### src/rtl/x_uart_tx_cfg.sv
// rtl/x_uart_tx_cfg.sv - configurable UART transmitter with TX FIFO
module x_uart_tx_cfg #(
    parameter int p_clk_hz     = 12000000,
    parameter int p_baud       = 115200,
    parameter int p_data_bits  = 8,
    parameter int p_parity     = 0,
    parameter int p_stop_bits  = 1,
    parameter int p_fifo_depth = 4
) (
    input  logic                              i_clk,
    input  logic                              i_rst_n,
    input  logic [p_data_bits-1:0]            i_data,
    input  logic                              i_valid,
    output logic                              o_accept,
    output logic                              o_tx,
    output logic                              o_busy,
    output logic [$clog2(p_fifo_depth):0]     o_level
);

    localparam int DIV = p_clk_hz / p_baud;
    localparam int AW  = $clog2(p_fifo_depth);
    localparam int CW  = $clog2(DIV);
    localparam int BW  = 4;

    localparam logic [2:0] S_IDLE   = 3'd0;
    localparam logic [2:0] S_START  = 3'd1;
    localparam logic [2:0] S_DATA   = 3'd2;
    localparam logic [2:0] S_PARITY = 3'd3;
    localparam logic [2:0] S_STOP   = 3'd4;

    logic [p_data_bits-1:0] mem_q [p_fifo_depth];
    logic [AW:0]            wr_ptr_q, wr_ptr_d;
    logic [AW:0]            rd_ptr_q, rd_ptr_d;
    logic [2:0]             state_q, state_d;
    logic [CW-1:0]          baud_q, baud_d;
    logic [BW-1:0]          bit_q, bit_d;
    logic [p_data_bits-1:0] shift_q, shift_d;
    logic                   par_q, par_d;
    logic                   tx_q, tx_d;

    logic                   empty;
    logic                   full;
    logic                   push;
    logic                   pop;
    logic                   bit_end;
    logic [p_data_bits-1:0] head;

    assign empty    = (wr_ptr_q == rd_ptr_q);
    assign full     = (wr_ptr_q[AW] != rd_ptr_q[AW]) && (wr_ptr_q[AW-1:0] == rd_ptr_q[AW-1:0]);
    assign o_accept = ~full;
    // Reset gates the push so a word offered during reset never lands in the FIFO.
    assign push     = i_valid & o_accept & i_rst_n;
    assign head     = mem_q[rd_ptr_q[AW-1:0]];
    assign bit_end  = (baud_q == CW'(DIV - 1));
    assign o_level  = wr_ptr_q - rd_ptr_q;
    assign o_busy   = (state_q != S_IDLE) || !empty;
    assign o_tx     = tx_q;

    // FIFO storage write; contents need no reset since pointers define validity.
    always_ff @(posedge i_clk) begin
        if (push) begin
            mem_q[wr_ptr_q[AW-1:0]] <= i_data;
        end
    end

    // Frame sequencing: bit timing, data shifting, FIFO pops and next line level.
    always_comb begin
        state_d = state_q;
        baud_d  = baud_q;
        bit_d   = bit_q;
        shift_d = shift_q;
        par_d   = par_q;
        pop     = 1'b0;

        if (state_q != S_IDLE) begin
            baud_d = bit_end ? '0 : baud_q + 1'b1;
        end

        case (state_q)
            S_IDLE: begin
                baud_d = '0;
                if (!empty) begin
                    pop     = 1'b1;
                    shift_d = head;
                    par_d   = (^head) ^ (p_parity == 1);
                    bit_d   = '0;
                    state_d = S_START;
                end
            end
            S_START: begin
                if (bit_end) begin
                    bit_d   = '0;
                    state_d = S_DATA;
                end
            end
            S_DATA: begin
                if (bit_end) begin
                    if (bit_q == BW'(p_data_bits - 1)) begin
                        bit_d   = '0;
                        state_d = (p_parity != 0) ? S_PARITY : S_STOP;
                    end else begin
                        bit_d   = bit_q + 1'b1;
                        shift_d = shift_q >> 1;
                    end
                end
            end
            S_PARITY: begin
                if (bit_end) begin
                    bit_d   = '0;
                    state_d = S_STOP;
                end
            end
            S_STOP: begin
                if (bit_end) begin
                    if (bit_q == BW'(p_stop_bits - 1)) begin
                        bit_d = '0;
                        // Chain straight into the next frame when a word is waiting.
                        if (!empty) begin
                            pop     = 1'b1;
                            shift_d = head;
                            par_d   = (^head) ^ (p_parity == 1);
                            state_d = S_START;
                        end else begin
                            state_d = S_IDLE;
                        end
                    end else begin
                        bit_d = bit_q + 1'b1;
                    end
                end
            end
            default: begin
                state_d = S_IDLE;
                baud_d  = '0;
                bit_d   = '0;
            end
        endcase

        // Line level follows the state being entered so o_tx lines up with it.
        case (state_d)
            S_START:  tx_d = 1'b0;
            S_DATA:   tx_d = shift_d[0];
            S_PARITY: tx_d = par_d;
            default:  tx_d = 1'b1;
        endcase

        wr_ptr_d = wr_ptr_q + {{AW{1'b0}}, push};
        rd_ptr_d = rd_ptr_q + {{AW{1'b0}}, pop};
    end

    // State registers with synchronous active-low reset.
    always_ff @(posedge i_clk) begin
        if (!i_rst_n) begin
            state_q  <= S_IDLE;
            baud_q   <= '0;
            bit_q    <= '0;
            shift_q  <= '0;
            par_q    <= 1'b0;
            tx_q     <= 1'b1;
            wr_ptr_q <= '0;
            rd_ptr_q <= '0;
        end else begin
            state_q  <= state_d;
            baud_q   <= baud_d;
            bit_q    <= bit_d;
            shift_q  <= shift_d;
            par_q    <= par_d;
            tx_q     <= tx_d;
            wr_ptr_q <= wr_ptr_d;
            rd_ptr_q <= rd_ptr_d;
        end
    end

endmodule

### config.mk
export PLATFORM = sky130hd
export DESIGN_NAME = x_uart_tx_cfg
export DESIGN_NICKNAME = d
export VERILOG_FILES = /design/src/rtl/x_uart_tx_cfg.sv
export SDC_FILE = /design/constraint.sdc
export NUM_CORES = 1
export LEC_CHECK = 0
export CAP_MARGIN = 20
export CORE_MARGIN = 2
export CORE_UTILIZATION = 58
export DETAILED_ROUTE_END_ITERATION = 8
export PLACE_DENSITY_LB_ADDON = 0.12
export SLEW_MARGIN = 40
export SYNTH_ARGS = -nofsm -noshare
export SYNTH_HDL_FRONTEND = slang
export SYNTH_SLANG_ARGS = --single-unit
### constraint.sdc
create_clock -name i_clk -period 3 [get_ports i_clk]
set_input_delay 0.6 -clock i_clk [delete_from_list [all_inputs] [get_ports i_clk]]
set_output_delay 0.6 -clock i_clk [all_outputs]
set_load 0.02 [all_outputs]
# After elaboration in Yosys (flattened, before gate mapping)
# Memory sizes are Yosys's and may differ from the RTL's. A register that Yosys moved wholly into a read port is not among the register bits.
# Cells that the tools add are included.
# word_totals
register_bits	30
output_inout_bits	6
n_memories	1
in_bits	11
ram_bits	32
# classes
eq_ne	18
bitwise_logic	3
n_addsub	5
muxes	35
reduce_logical	13
# mem_list
name	words	word_bits	rd	rd_clocked_by_memory_dff	write_ports	line	text
mem_q	4	8	1	1	1	31	logic [p_data_bits-1:0] mem_q [p_fifo_depth];
# ops
operator	count
$mux W8	5
$mux W4	6
$pmux W8 S3	1
$mux W3	7
$pmux W4 S4	1
$pmux W3 S5	1
$eq A3 B2 Y1 const B	4
$ne A2 B2 Y1 const B	5
$mux W1	9
$reduce_xor A8 Y1	1
$add A7 B1 Y7 const B	1
$eq A7 B7 Y1 const B	1
$mux W7	1
$add A3 B1 Y3	2
$eq A3 B1 Y1 const B	2
$reduce_bool A3 Y1	2
$reduce_and A5 Y1	1
$add A4 B1 Y4 const B	1
$eq A4 B3 Y1 const B	1
$logic_not A4 Y1	1
$pmux W1 S2	2
$reduce_and A4 Y1	1
$reduce_or A4 Y1	1
$eq A3 B3 Y1	1
other kinds (15)	16

# Longest topological paths before layout
# Gate-level depths: netlist of run 1.
# logic_depth
ltp_word	7
ltp_mapped	11
depth_no_buf	9

# Worst setup path after synthesis of run 1
# Ideal clock, no wire load.
# synth_timing
path_kind	register -> register
startpoint	register rd_ptr_q[1]
endpoint	memory mem_q[0][0], enable pin
slack_ns	0.589
period_less_slack_ns	2.411
t_arrival_ns	2.028
stages_incl_launch_ff	7
cell_sequence	dfxtp_1 > clkbuf_1 > inv_1 > ha_1 > nand3_1 > nand3_1 > nor3_1
# synth_via
elab_chain_cells	7
# synth_rtl
element	line	text
start: declaration	33	logic [AW:0] rd_ptr_q, rd_ptr_d;
start signal: assignment	169	rd_ptr_q <= rd_ptr_d;
$eq A2 B2 Y1	49	assign full = (wr_ptr_q[AW] != rd_ptr_q[AW]) && (wr_ptr_q[AW-1:0] == rd_ptr_q[AW-1:0]);
$logic_and A1 B1 Y1	49	
$not A1 Y1	50	assign o_accept = ~full;
net o_accept	14	output logic o_accept,
$and A1 B1 Y1 (2 in series)	52	assign push = i_valid & o_accept & i_rst_n;
$mux W1	61	if (push) begin
$mux W1 (not written as such)	62	mem_q[wr_ptr_q[AW-1:0]] <= i_data;
end: declaration	31	
# The timed path passes the listed nets, and every way through them passes these cells.

# Final worst setup path of run 1
# layout_timing
startpoint	register wr_ptr_q[0]
endpoint	output o_level[2]
# layout_via
elab_chain_cells	1
# layout_rtl
element	line	text
start: declaration	32	logic [AW:0] wr_ptr_q, wr_ptr_d;
start signal: assignment	168	wr_ptr_q <= wr_ptr_d;
$sub A3 B3 Y3	55	assign o_level = wr_ptr_q - rd_ptr_q;
end: declaration	17	output logic [$clog2(p_fifo_depth):0] o_level
# Every way passes these cells.

==> flow_summary.yaml, run 1 <==
logic_synthesis:
  synthTopCellsByCount: "edfxtp_1, dfxtp_1, nor2_1"
  synth-simple-area-share_pct: 13.6
  synth_most_common_cell: "edfxtp_1"
  syn_area_sq_um: 2730
  synth_cells: 223
  synth_fa_ha_area_share_pct: 4.87
  synth_edf_count: 32
  synth_xor_area_share_pct: 6.11
  synth_cell_types: 44
  async_flop_share_pct: 0
  synthMuxAreaShare_pct: 6.61
  synth_top_cell_area_share_pct: 35.3
  synth_compound_area_share_pct: 8.77
  yosys-top-cells-area: "edfxtp_1, dfxtp_1, mux4_2"
  synth_seq_cells: 62
  syn_area_per_cell_sq_um: 12.2
  yosysWarnings: 0
  syn_nets: 244
  ys.flop_type: "edfxtp_1"
  synth_top_family_by_area: "simple AND/OR/NAND/NOR gates"
  yosysSeqAreaShare_pct: 57.3
  yosysTopAreaCell: "edfxtp_1"
power:
  swShare_pct: 31.1
  pwr-share-seq_pct: 38.0
  peakVddDrop_mv: 0.504
  pwr-share-clk_pct: 28.5
  p_leak_uw: 0.00113
  power.density_nw_per_um2: 861
  pwr-share-comb_pct: 33.5
  p_sw_uw: 852
  power_uw: 2740
  p_int_uw: 1890
placement:
  gp_congestion: 0.854
  port_buffers: 16
  place_area_sq_um: 2970
  place_hpwl_mm: 3.49
  dp_slack_ns: 0.575
global_routing:
  grt_max_degree: 14
  grt_pass1_wl_mm: 8.45
  overflow: 0
  grt_pass1_vias: 1827
  antenna_found_initial: 0
  grtUsageTotal_pct: 21.8
critical_path:
  r2r_slack_ns: 0.70
  reg2reg_from: "baud_q[0]"
  critPathCaptureType: "output pin"
  reg2reg_depth: 7
  timing.rr.end: "rd_ptr_q[1]"
  critPathLaunchType: "flip-flop"
  worst-path-max-fanout: 4
  crit_type: "reg2out"
  arrival_ns: 2.17
  critical_path_required_ns: 2.40
sta:
  slew_headroom_pct: 70.9
  fin_tns_setup_ns: 0
  min_period_ns: 2.77
  fin_ws_ns: 0.226
  hold_viol: 0
  setup_viol: 0
  skew_ns: 0.00738
  rsz0062_at_grt: "no"
  fmax_mhz: 361
  drv_slew: 0
  period_share_pct: 92.5
  tightest_slew_ns: 0.433
floorplanning:
  io-pin-count: 17
  dieArea_sq_um: 5260
  die_width_um: 72.5
  core-area_sq_um: 4440
  rows: 24
  initial_core_util_pct: 61.3
  die-height_um: 72.5
hold_path:
  whs_path_depth: 2
  hp-start: "shift_q[3]"
  min_to: "shift_q[2]"
  hp-class: "reg2reg"
routing:
  drt_first_pass_iters: 4
  drtIter0Drc: 157
  avgViaCountPerCell: 5.83
  drc: 0
  vias: 1779
  ant_nets: 0
  wl_per_cell_um: 16.4
  drt-total-wl_mm: 5.02
cts:
  postCtsHoldBufs: 0
  cts_resized: 0
  cts.sinks: 62
  path_clk_slew_ns: 0.07
  root_buffer: "clkbuf_8"
  post-cts-setup-buffer-count: 0
  numCtsBuffers: 9
  cts.path.max_buffers: 2
  cts_tree: "built"
  ctsHtreeMaxLevel: 3
  worstSkewPairLatency_ns: 0.34
cells_and_area:
  diodes: 0
  final_nets: 269
  num-fill-cells: 332
  drive_gt1_share_pct: 14.6
  area_delta_synth_final_pct: 16.6
  fin_area_sq_um: 3180
  utilization_pct: 71.5
run_status:
  outcome: "finished, final reports clean"
flow_run:
  maxCapViolCount: 0
-- cell usage in the layout, fill, tap and decap left out, types with 8 or more instances in the layout --
cell | netlist | final
a21oi_1 | 12 | 12
clkbuf_8 | 0 | 9
clkdlybuf4s50_1 | 0 | 16
dfxtp_1 | 30 | 30
edfxtp_1 | 32 | 32
ha_1 | 9 | 9
inv_1 | 10 | 10
mux4_2 | 8 | 8
nand2_1 | 13 | 13
nor2_1 | 19 | 19
xnor2_1 | 15 | 15
-- how the worst max path moves through the flow --
stage | cells past startpoint | endpoint | start
2_1_floorplan | 6 | mem_q[0][0] | rd_ptr_q[1]
3_3_place_gp | 5 | o_level[2] | wr_ptr_q[0]
3_5_place_dp | 5 | o_level[2] | wr_ptr_q[0]
4_1_cts | 5 | o_level[2] | wr_ptr_q[0]
5_1_grt | 5 | o_level[2] | wr_ptr_q[0]
6_report | 5 | o_level[2] | wr_ptr_q[0]
-- per-layer routing --
layer  wire length (um)  vias up  GRT usage, %
met2               2570       39          35.3
met5                  0        -             0
met1               2160      864          26.7
met3                152       17          4.31
met4                134        0          14.0
li1                   -      859             -
-- through the flow --
step / cells / hold WS [ns]
CTS: 305 / 0.459
finish: 305 / 0.458
floorplan: 223 / 0.427
global route: 305 / 0.487
global placement: 289 / 0.439
detailed placement: 289 / 0.448
-- critical path, stage by stage, from the launching register on --
cell	delay, ns
dfxtp_1	0.38
inv_1	0.10
ha_1	0.22
fa_1	0.37
xor2_1	0.16
clkdlybuf4s50_1	0.62
-- sequential cells by signal, summed over array words and instances, names as in the netlist --
| signal | cells |
|---|---|
| mem_q | 32 |
| baud_q | 7 |
| o_tx | 1 |
| rd_ptr_q | 3 |
| bit_q | 4 |
| shift_q | 8 |
| par_q | 1 |
| state_q | 3 |
| wr_ptr_q | 3 |
-- area by class of cell --
cell class,instances,area [sq um],share of cell area [%]
sequential,62,1560,49.1
inverter,10,37.5,1.18
clock inverter,7,88.8,2.80
clock buffer,9,124,3.90
multi-input combinational,142,1090,34.3
tap,52,65.1,2.05
timing repair buffer,23,213,6.69
-- cell families after synthesis --
family                   after synthesis
AND/OR/NAND/NOR                       69
multiplexers                           8
flip-flops                            62
XOR/XNOR                              19
buffers and inverters                 19
adder cells (fa/ha/maj)               10
AO/OA/AOI/OAI                         36
-- power groups by stage --
stage | Combinational, uW | Sequential, uW | Clock (uW)
6_report | 916 | 1040 | 781
5_1_grt | 1010 | 1050 | 833
4_1_cts | 921 | 1040 | 795
3_5_place_dp | 913 | 1060 | 0
3_3_place_gp | 890 | 1050 | 0
2_1_floorplan | 674 | 1040 | 0
Note: power is estimated with default switching activity, not from simulation.
==> inputs of run 2 (changes only) <==
--- a/config.mk
+++ b/config.mk
@@ -9,6 +9,7 @@
 export CORE_MARGIN = 2
 export CORE_UTILIZATION = 58
 export DETAILED_ROUTE_END_ITERATION = 8
+export GPL_TIMING_DRIVEN = 0
 export PLACE_DENSITY_LB_ADDON = 0.12
 export SLEW_MARGIN = 40
 export SYNTH_ARGS = -nofsm -noshare
==> run 2 against run 1 <==
Net effect:
- clock skew decreased by 0.00081 ns
- total power decreased by 3.3%
- cell area decreased by 0.16%
- first-iteration DRC count decreased by 18%
==> flow_summary.yaml, run 2 (same netlist as run 1, synthesis figures left out) <==
routing:
  drt-total-wl_mm: 4.68
  ant_nets: 0
  wl_per_cell_um: 15.2
  vias: 1745
  drc: 0
  avgViaCountPerCell: 5.68
  drt_first_pass_iters: 4
  drtIter0Drc: 128
global_routing:
  grtUsageTotal_pct: 20.4
  overflow: 0
  antenna_found_initial: 0
  grt_pass1_wl_mm: 7.94
  grt_pass1_vias: 1698
  grt_max_degree: 13
cells_and_area:
  final_common_cell: "edfxtp_1"
  num-fill-cells: 319
  area_delta_synth_final_pct: 16.4
  utilization_pct: 71.4
  regArea_sq_um: 1560
  largest_reg_flops: 32
  diodes: 0
  layout_common_cells: "edfxtp_1, dfxtp_1, nor2_1"
  multiInputGateArea_sq_um: 1110
  final_nets: 271
  drive_gt1_share_pct: 15.3
critical_path:
  crit_type: "reg2out"
  worst-path-max-fanout: 9
  startpoint: "rd_ptr_q[1]"
  arrival_ns: 2.30
  worst-path-buf-inv: 3
  r2r_slack_ns: 0.63
  crit_slowest_cell: "clkdlybuf4s50_1"
  critical_path_required_ns: 2.40
  critPathCaptureType: "output pin"
  reg2reg_from: "bit_q[0]"
  critPathMaxStageDelay_ns: 0.54
  critical-path-top-delay-family: "buffers and inverters"
  crit_chain: "clkbuf_4, inv_1, ha_1, nand2_1, or3_1, clkdlybuf4s50_1"
  critPathLaunchType: "flip-flop"
floorplanning:
  dieArea_sq_um: 5260
  core-area_sq_um: 4440
  rows: 24
  die_width_um: 72.5
  io-pin-count: 17
  die-height_um: 72.5
  initial_core_util_pct: 61.3
cts:
  cts.sinks: 62
  worstSkewPairLatency_ns: 0.33
  root_buffer: "clkbuf_8"
  cts_tree: "built"
  path_clk_slew_ns: 0.07
  ctsHtreeMaxLevel: 3
  numCtsBuffers: 9
  cts.path.max_buffers: 2
  postCtsHoldBufs: 0
placement:
  port_buffers: 16
  gp_congestion: 0.804
  place_hpwl_mm: 3.32
power:
  peakVddDrop_mv: 0.479
  p_leak_uw: 0.00112
  power.density_nw_per_um2: 834
sta:
  holdWs_ns: 0.464
  skew_ns: 0.00657
  drv_slew: 0
  slew_headroom_pct: 49.2
  fin_tns_setup_ns: 0
  tightest_slew_ns: 0.758
  min_period_ns: 2.90
  period_share_pct: 96.8
  rsz0062_at_grt: "no"
  setup_viol: 0
  hold_viol: 0
  fmax_mhz: 344
run_status:
  outcome: "finished, final reports clean"
flow_run:
  maxCapViolCount: 0
hold_path:
  hp-start: "shift_q[0]"
  hp-class: "reg2reg"
==> run 2: repair_timing <==
item / CTS / global route
gates resized for setup: 2 / 0
endpoints found under the setup margin: 1 / 0
setup buffers: 0 / 0
==> run 2: area by class of cell <==
class | instances | area share (%)
clock inverter | 7 | 2.37
timing repair buffer | 16 | 5.05
inverter | 10 | 1.18
multi-input combinational | 142 | 34.9
clock buffer | 9 | 3.90
tap | 52 | 2.05
buffer | 9 | 1.30
sequential | 62 | 49.2
==> run 2: metrics by stage <==
stage	power (uW)	instances	setup WS, ns	area, sq um
after CTS	2670	307	0.0508	3170
after global placement	1930	291	-0.198	2950
after global routing	2810	307	0.000549	3170
after detailed placement	1950	291	0.158	2970
after floorplan	1710	223	0.589	2730
final	2650	307	0.0953	3170
==> run 2: worst min-delay path, cell delays in order, from the launching register on <==
cell and delay, ns:
dfxtp_1 0.32, nand2_1 0.05, a21oi_1 0.05
==> run 2: worst paths after layout <==
path / to / depth (start not counted)
worst max-delay path: o_busy / 6
worst min-delay path: shift_q[0] / 2
worst max register to register: rd_ptr_q[1] / 9
worst min register to register: shift_q[0] / 2
==> run 2: power breakdown <==
group          total [uW]  switching, uW  leakage, uW  internal, uW
clock                 724            340    0.0000914           384
combinational         899            464     0.000490           436
sequential           1020           46.1     0.000535           978
==> run 2: layer usage <==
layer	vias up	share of wire, %	global-route usage, %
met3	7	3.6	5.42
li1	862	-	-
met1	842	45	26.7
met2	34	49	31.2
met4	0	1.9	10.9
met5	-	0	0
==> inputs of run 3 (changes only) <==
--- a/config.mk
+++ b/config.mk
@@ -6,9 +6,12 @@
 export NUM_CORES = 1
 export LEC_CHECK = 0
 export CAP_MARGIN = 20
+export CELL_PAD_IN_SITES_DETAIL_PLACEMENT = 0
+export CELL_PAD_IN_SITES_GLOBAL_PLACEMENT = 1
 export CORE_MARGIN = 2
-export CORE_UTILIZATION = 58
+export CORE_UTILIZATION = 48
 export DETAILED_ROUTE_END_ITERATION = 8
+export GPL_ROUTABILITY_DRIVEN = 0
 export GPL_TIMING_DRIVEN = 0
 export PLACE_DENSITY_LB_ADDON = 0.12
 export SLEW_MARGIN = 40
==> run 3 against run 2 <==
Net effect:
- die area up 20%
- largest power group unchanged
- sequential power hardly changed
- combinational power hardly changed
- clock-buffer cell count is the same
- via count fell by 1.6%
- clock skew up 0.00054 ns
- cell area up 1.3%
- non-clock buffer count unchanged
- worst setup slack better by 0.080 ns
- worst hold slack got worse by 0.010 ns
- critical path depth down 1
==> flow_summary.yaml, run 3 (same netlist as run 1, synthesis figures left out) <==
power:
  p_int_uw: 1870
  power.density_nw_per_um2: 841
  p_sw_uw: 830
  pwr-share-clk_pct: 28.9
  peakVddDrop_mv: 0.418
  p_leak_uw: 0.00114
  pwr-share-seq_pct: 37.9
  pwr-share-comb_pct: 33.2
  swShare_pct: 30.7
  power_uw: 2700
flow_run:
  maxCapViolCount: 0
critical_path:
  r2r_slack_ns: 0.62
  reg2reg_depth: 9
  endpoint: "o_level[2]"
  critPathLaunchType: "flip-flop"
  startpoint: "wr_ptr_q[0]"
  worst-path-max-fanout: 4
  critPathCaptureType: "output pin"
  timing.rr.end: "rd_ptr_q[1]"
  critical_path_required_ns: 2.40
  reg2reg_from: "bit_q[0]"
  arrival_ns: 2.22
  crit_type: "reg2out"
cts:
  cts.path.max_buffers: 2
  ctsHtreeMaxLevel: 3
  cts.sinks: 62
  root_buffer: "clkbuf_8"
  numCtsBuffers: 9
  cts_tree: "built"
  path_clk_slew_ns: 0.07
  worstSkewPairLatency_ns: 0.33
run_status:
  outcome: "finished, final reports clean"
sta:
  fin_tns_setup_ns: 0
  tightest_slew_ns: 0.716
  setup_viol: 0
  fmax_mhz: 354
  slew_headroom_pct: 52.0
  skew_ns: 0.00711
  drv_slew: 0
  min_period_ns: 2.82
  rsz0062_at_grt: "no"
  hold_viol: 0
  period_share_pct: 94.1
routing:
  drtIter0Drc: 36
  ant_nets: 0
  vias: 1717
  drc: 0
  avgViaCountPerCell: 5.25
  wl_per_cell_um: 14.5
  drt-total-wl_mm: 4.73
  drt_first_pass_iters: 4
global_routing:
  grt_max_degree: 12
  grtUsageTotal_pct: 17.3
  grt_pass1_wl_mm: 8.11
  grt_pass1_vias: 1707
  overflow: 0
  antenna_found_initial: 0
floorplanning:
  die-height_um: 79.3
  rows: 27
  die_width_um: 79.3
  initial_core_util_pct: 49.5
  core-area_sq_um: 5510
  io-pin-count: 17
  dieArea_sq_um: 6300
cells_and_area:
  diodes: 0
  num-fill-cells: 478
  area_delta_synth_final_pct: 18.0
  final_nets: 271
  largest_reg_flops: 32
  final_common_cell: "edfxtp_1"
  layout_common_cells: "edfxtp_1, dfxtp_1, nor2_1"
  drive_gt1_share_pct: 14.5
hold_path:
  hp-class: "reg2reg"
placement:
  place_hpwl_mm: 3.33
  port_buffers: 16
## run 3: timing repair
action / in CTS / in global routing
buffers inserted: 0 / 0
endpoints found under the setup margin: 1 / 1
gates resized for setup: 2 / 1
hold buffers: 0 / 0
hold endpoints to repair: 0 / 0
## run 3: worst max-delay path, cell delays in order, from the launching register on
cell             delay [ns]
dfxtp_1                0.41
inv_1                  0.12
ha_1                   0.22
fa_1                   0.37
xor2_1                 0.16
clkdlybuf4s50_1        0.61
## run 3: layout make-up
type | count | area, sq um | share of cell area, %
tap | 72 | 90.1 | 2.80
clock inverter | 7 | 88.8 | 2.76
sequential | 62 | 1560 | 48.6
timing repair buffer | 16 | 163 | 5.06
clock buffer | 9 | 124 | 3.85
buffer | 9 | 41.3 | 1.28
inverter | 10 | 37.5 | 1.17
multi-input combinational | 142 | 1110 | 34.5
## run 3: power by group through the flow
stage / Clock (uW) / Combinational [uW] / Sequential (uW)
final: 782 / 898 / 1020
after global routing: 837 / 995 / 1040
after CTS: 800 / 916 / 1030
after detailed placement: 0 / 906 / 1040
after global placement: 0 / 912 / 1040
after floorplan: 0 / 674 / 1040
## run 3: how the worst min path moves through the flow
stage | startpoint | to | slack (ns) | depth (start not counted)
after global placement | shift_q[0] | shift_q[0] | 0.44 | 2
after global routing | shift_q[4] | shift_q[3] | 0.48 | 2
after detailed placement | shift_q[0] | shift_q[0] | 0.45 | 2
after CTS | shift_q[4] | shift_q[3] | 0.45 | 2
final | shift_q[4] | shift_q[3] | 0.45 | 2
after floorplan | shift_q[7] | shift_q[6] | 0.43 | 2
## run 3: stage by stage
stage | setup WS, ns | std cells | utilization, % | area (sq um) | hold slack (ns)
2_1_floorplan | 0.589 | 223 | - | 2730 | 0.427
3_3_place_gp | -0.274 | 311 | 54.0 | 2980 | 0.444
3_5_place_dp | 0.164 | 311 | 54.4 | 3000 | 0.447
4_1_cts | 0.0393 | 327 | 58.3 | 3210 | 0.455
5_1_grt | 0.0713 | 327 | 58.4 | 3210 | 0.481
6_report | 0.176 | 327 | 58.4 | 3210 | 0.453
## run 3: layer usage
| layer | share of wire, % | up-vias | track usage, % |
|---|---|---|---|
| met1 | 45 | 817 | 21.4 |
| met2 | 50 | 34 | 27.4 |
| met4 | 0.85 | 0 | 9.31 |
| met3 | 3.8 | 5 | 5.11 |
| li1 | - | 861 | - |
| met5 | 0 | - | 0 |
